[src/rtl/pdm_audio_tx.sv]
//------------------------------------------------------------------------------
// pdm_audio_tx : signed PCM -> 1-bit PDM transmitter with its own bit clock.
// Define PDM_TX_ORDER2_EN for the 2nd-order modulator.  Revision: 1.0
//------------------------------------------------------------------------------
`default_nettype none

module pdm_audio_tx #(
  parameter int DIV_HALF = 50,
  parameter int OSR      = 64,
  parameter int WIDTH    = 16
) (
  input  logic             clk,
  input  logic             reset,
  input  logic             en,
  input  logic [WIDTH-1:0] sample_in,
  input  logic             sample_valid,
  output logic             sample_rdy,
  output logic             bclk,
  output logic             pdm_out,
  output logic             underrun
);

  localparam int c_DIV_W = (DIV_HALF > 1) ? $clog2(DIV_HALF) : 1;
  localparam int c_BIT_W = (OSR > 1) ? $clog2(OSR) : 1;

  logic [c_DIV_W-1:0] r_div_cnt;
  logic [c_BIT_W-1:0] r_bit_cnt;
  logic               r_bclk;
  logic               r_pdm;
  logic               r_underrun;
  logic               r_buf_full;
  logic [WIDTH-1:0]   r_buf;
  logic [WIDTH-1:0]   r_active;

  logic w_div_wrap;
  logic w_bit_step;
  logic w_frame_end;
  logic w_accept;
  logic w_mod_bit;

  assign w_div_wrap  = en && (r_div_cnt == c_DIV_W'(DIV_HALF - 1));
  // A bit step is the clk edge on which bclk falls.
  assign w_bit_step  = w_div_wrap && r_bclk;
  assign w_frame_end = w_bit_step && (r_bit_cnt == c_BIT_W'(OSR - 1));
  assign w_accept    = sample_valid && !r_buf_full;

  always_ff @(posedge clk) begin
    if (reset || !en) begin
      r_div_cnt <= '0;
      r_bit_cnt <= '0;
      r_bclk    <= 1'b0;
    end else begin
      if (w_div_wrap) begin
        r_div_cnt <= '0;
        r_bclk    <= ~r_bclk;
      end else begin
        r_div_cnt <= r_div_cnt + 1'b1;
      end
      if (w_bit_step)
        r_bit_cnt <= w_frame_end ? '0 : r_bit_cnt + 1'b1;
    end
  end

  // Load and accept are exclusive: load needs a full buffer, accept an empty one,
  // so a sample arriving on the boundary clk waits for the next frame.
  always_ff @(posedge clk) begin
    if (reset) begin
      r_buf_full <= 1'b0;
      r_buf      <= '0;
      r_active   <= '0;
      r_underrun <= 1'b0;
    end else begin
      r_underrun <= w_frame_end && !r_buf_full;
      if (w_frame_end && r_buf_full) begin
        r_active   <= r_buf;
        r_buf_full <= 1'b0;
      end else if (w_accept) begin
        r_buf      <= sample_in;
        r_buf_full <= 1'b1;
      end
    end
  end

`ifdef PDM_TX_ORDER2_EN
  localparam int c_I1_W = WIDTH + 2;
  localparam int c_I2_W = WIDTH + 4;
  localparam logic signed [c_I1_W-1:0] c_CLIP = c_I1_W'((2 ** (WIDTH - 1)) - (2 ** (WIDTH - 3)));
  localparam logic signed [c_I1_W-1:0] c_FB   = c_I1_W'(2 ** (WIDTH - 1));

  logic signed [c_I1_W-1:0] r_i1;
  logic signed [c_I2_W-1:0] r_i2;
  logic signed [c_I1_W-1:0] w_x;
  logic signed [c_I1_W-1:0] w_xc;
  logic signed [c_I1_W-1:0] w_fb;
  logic signed [c_I1_W-1:0] w_i1_nxt;
  logic signed [c_I2_W-1:0] w_i2_nxt;

  // Clipping to 3/4 full scale keeps both integrators bounded.
  always_comb begin
    w_x  = c_I1_W'($signed(r_active));
    w_xc = w_x;
    if (w_x > c_CLIP)
      w_xc = c_CLIP;
    else if (w_x < -c_CLIP)
      w_xc = -c_CLIP;
    w_fb     = r_pdm ? c_FB : -c_FB;
    w_i1_nxt = r_i1 + w_xc - w_fb;
    w_i2_nxt = r_i2 + c_I2_W'(w_i1_nxt) - c_I2_W'(w_fb);
  end

  assign w_mod_bit = ~w_i2_nxt[c_I2_W-1];

  always_ff @(posedge clk) begin
    if (reset || !en) begin
      r_i1 <= '0;
      r_i2 <= '0;
    end else if (w_bit_step) begin
      r_i1 <= w_i1_nxt;
      r_i2 <= w_i2_nxt;
    end
  end
`else
  logic [WIDTH-1:0] r_acc;
  logic [WIDTH:0]   w_sum;

  // Offset-binary input: the carry out of the accumulator is the PDM bit.
  assign w_sum     = {1'b0, r_acc} + {1'b0, ~r_active[WIDTH-1], r_active[WIDTH-2:0]};
  assign w_mod_bit = w_sum[WIDTH];

  always_ff @(posedge clk) begin
    if (reset || !en)
      r_acc <= '0;
    else if (w_bit_step)
      r_acc <= w_sum[WIDTH-1:0];
  end
`endif

  always_ff @(posedge clk) begin
    if (reset || !en)
      r_pdm <= 1'b0;
    else if (w_bit_step)
      r_pdm <= w_mod_bit;
  end

  assign sample_rdy = ~r_buf_full;
  assign bclk       = r_bclk;
  assign pdm_out    = r_pdm;
  assign underrun   = r_underrun;

endmodule

`default_nettype wire

[config.mk]
export PLATFORM = sky130hd
export DESIGN_NAME = pdm_audio_tx
export DESIGN_NICKNAME = d
export VERILOG_FILES = /design/src/rtl/pdm_audio_tx.sv
export SDC_FILE = /design/constraint.sdc
export NUM_CORES = 1
export LEC_CHECK = 0
export BUFFER_PORTS_ARGS = -buffer_cell sky130_fd_sc_hd__buf_4
export CORE_MARGIN = 2
export CORE_UTILIZATION = 59
export CTS_CLUSTER_DIAMETER = 100
export DETAILED_ROUTE_END_ITERATION = 6
export PLACE_DENSITY = 0.85
export SYNTH_ARGS = -nofsm -noshare
export SYNTH_HDL_FRONTEND = slang
export SYNTH_SLANG_ARGS = --single-unit
export TNS_END_PERCENT = 20
[constraint.sdc]
create_clock -name clk -period 2.5 [get_ports clk]
set_clock_uncertainty 0.15 [all_clocks]
set_input_delay 0.5 -clock clk [delete_from_list [all_inputs] [get_ports clk]]
set_output_delay 0.5 -clock clk [all_outputs]
set_load 0.03 [all_outputs]
==> out/metrics.cfg <==
[detailed_routing]
viasPerCell = 5.55
via_count = 2690
drc = 0
antenna_left = 0
wl_um = 6450
wl_per_cell_um = 13.3
initialDrtViolationCount = 209
dr.pass1.iters = 5

[worst_setup_path]
cp.required_ns = 2.58
startpoint_type = flip-flop
reg2reg_setup_slack_ns = 0.16
worst-path-max-fanout = 4
cp-end-kind = flip-flop
crit_start = r_active[4]
r2r-start = r_active[4]
r2r_cells = 7
worstReg2RegEnd = r_acc[15]
cp.arrival_ns = 2.42
critical_path_class = reg2reg

[timing]
hold_viol = 0
drv_slew = 0
max_freq_mhz = 428
period_needed_ns = 2.34
setup_viol = 0
max_slew_margin = 0.346
hold_ws_ns = 0.250
tightest_slew_ns = 0.980
rsz0062_at_grt = no
period_share = 0.935
tns_ns = 0

[global_route]
antenna_found_initial = 0
grt_max_degree = 35
grt_overflow_total = 0
grt_pass1_wl_um = 11200
grt_pass1_vias = 2493
grtUsageTotal = 0.238

[floorplanning]
die_h_um = 76.3
die-area_sq_um = 5830
io_pins = 24
initial_utilization = 0.608
die_w_um = 76.3
rows = 26
core_sq_um = 5070

[power]
swShare = 0.200
seq_power_share = 0.476
comb_power_share = 0.039
p_clk_frac = 0.485
p_leak_nw = 1.39
p_int_mw = 1.76
netSwitchingPower_mw = 0.439
vdd_drop_max_mv = 0.413
p_per_area_nw_per_um2 = 616

[worst_hold_path]
min_from = sample_in[2]
whs_endpoint = r_buf[2]
hold_class = in2reg
hold-path-cell-count = 3

[place]
placed_area_sq_um = 3340
dpl.hpwl_um = 4620
port_buffers = 23
place.gp.congestion = 0.852
placed_cells = 470

[logic_synthesis]
ys_seq_elements = 64
yosysUniqueCellTypes = 48
ys_warn_count = 0
synth_cells = 387
netlist_area_sq_um = 3090
synth_enable_flop_cells = 0
synth_ff_type = dfxtp_1
avgSynthCellArea_sq_um = 7.98
synthArstFlopShare = 0
seq_area_frac_synth = 0.415
syn-num-nets = 427

[layout]
n_fill_cell = 433
multi_input_area_sq_um = 1710
nets = 451
syn2layout_area_growth_pct = 15.7
final_cells = 485
final_cell_mix = nand2_1 (95), dfxtp_1 (64), a21oi_1 (58)
diodes = 0
mostFrequentLayoutCell = nand2_1
fin_area_sq_um = 3570
regArea_sq_um = 1280
drive_gt1_frac = 0.120

[cts]
cts_root_buf = clkbuf_8
cts_setup_buffers = 0
clkLatencyLatePin_ns = 0.34
path_clk_slew_ns = 0.07
cts_buffers = 9
clock-sinks = 64
cts_hold_buf = 0
cts_tree = built
cts_buffer_depth = 2
htreeDepth = 3
cts_resized = 0

[status]
outcome = complete, no violations

[job]
cap_viol_max_count = 0

==> logic make-up (layout without fill, tap and decap cells) <==
kind of cell               count (synthesis)  after routing  synth area share
AOI/OAI and AO/OA                         94             94             0.176
xor gates and xnor gates                  14             14            0.0397
DFF                                       64             64             0.415
and+or+nand+nor                          167            167             0.247
adders and majority gates                 20             20            0.0835
buffers and inverters                     26             54            0.0324
muxes                                      2              2           0.00689
==> worst max-delay path by stage <==
| stage | cells past startpoint | slack, ns | end |
|---|---|---|---|
| finish | 7 | 0.16 | r_acc[15] |
| global route | 8 | 0.02 | r_acc[10] |
| CTS | 8 | 0.23 | r_acc[14] |
| detailed placement | 8 | 0.27 | pdm_out |
| global placement | 8 | 0.31 | r_acc[10] |
| floorplan | 8 | 0.42 | r_acc[14] |
==> power groups by stage <==
stage	Clock, mW	Sequential [mW]	Combinational (mW)
floorplan	0	1.07	0.0476
global placement	0	1.07	0.0841
detailed placement	0	1.07	0.0861
CTS	1.08	1.05	0.0864
global route	1.13	1.05	0.0966
finish	1.07	1.05	0.0855
==> critical path, cell delays in order (launching register included) <==
cell	delay, ns
dfxtp_1	0.32
ha_1	0.35
nand2_1	0.10
nor3_1	0.35
o211ai_1	0.21
a211oi_1	0.42
nor3_1	0.11
a211o_1	0.23
==> metrics by stage <==
step / setup slack, ns / util / power [mW]
after floorplan: 0.420 / - / 1.11
after global placement: 0.307 / 0.658 / 1.15
after detailed placement: 0.274 / 0.658 / 1.16
after CTS: 0.226 / 0.704 / 2.21
after global routing: 0.0177 / 0.704 / 2.27
final: 0.162 / 0.704 / 2.20
==> cells in the mapped netlist, drive strengths merged (4+ instances only) <==
master  count  share of area
nand2      96           0.12
dfxtp      64           0.42
a21oi      58          0.094
nor2       24          0.029
ha         19          0.077
clkbuf     14          0.017
nand3      14          0.023
o21ai      14          0.023
nor3       13          0.023
inv         8         0.0097
xnor2       7          0.020
xor2        7          0.020
buf         4         0.0057
nor2b       4         0.0081
o211ai      4         0.0097
==> flip-flops by register name, summed over array words and instances, names as in the netlist <==
name        cells
r_div_cnt       6
r_bit_cnt       6
r_buf          16
r_acc          16
r_buf_full      1
pdm_out         1
bclk            1
r_active       16
underrun        1
==> routing by layer <==
metal / share of wire / up-vias / global-route usage
li1: - / 1389 / -
met1: 0.48 / 1231 / 0.318
met2: 0.46 / 63 / 0.369
met3: 0.047 / 7 / 0.0758
met4: 0.012 / 0 / 0.0727
met5: 0 / - / 0
==> final cells by class <==
class / count / area share
multi-input combinational: 297 / 0.477
sequential: 64 / 0.359
timing repair buffer: 31 / 0.0651
clock buffer: 12 / 0.0406
clock inverter: 3 / 0.0252
tap: 70 / 0.0245
inverter: 8 / 0.00841
Note: power is estimated with default switching activity, not from simulation.
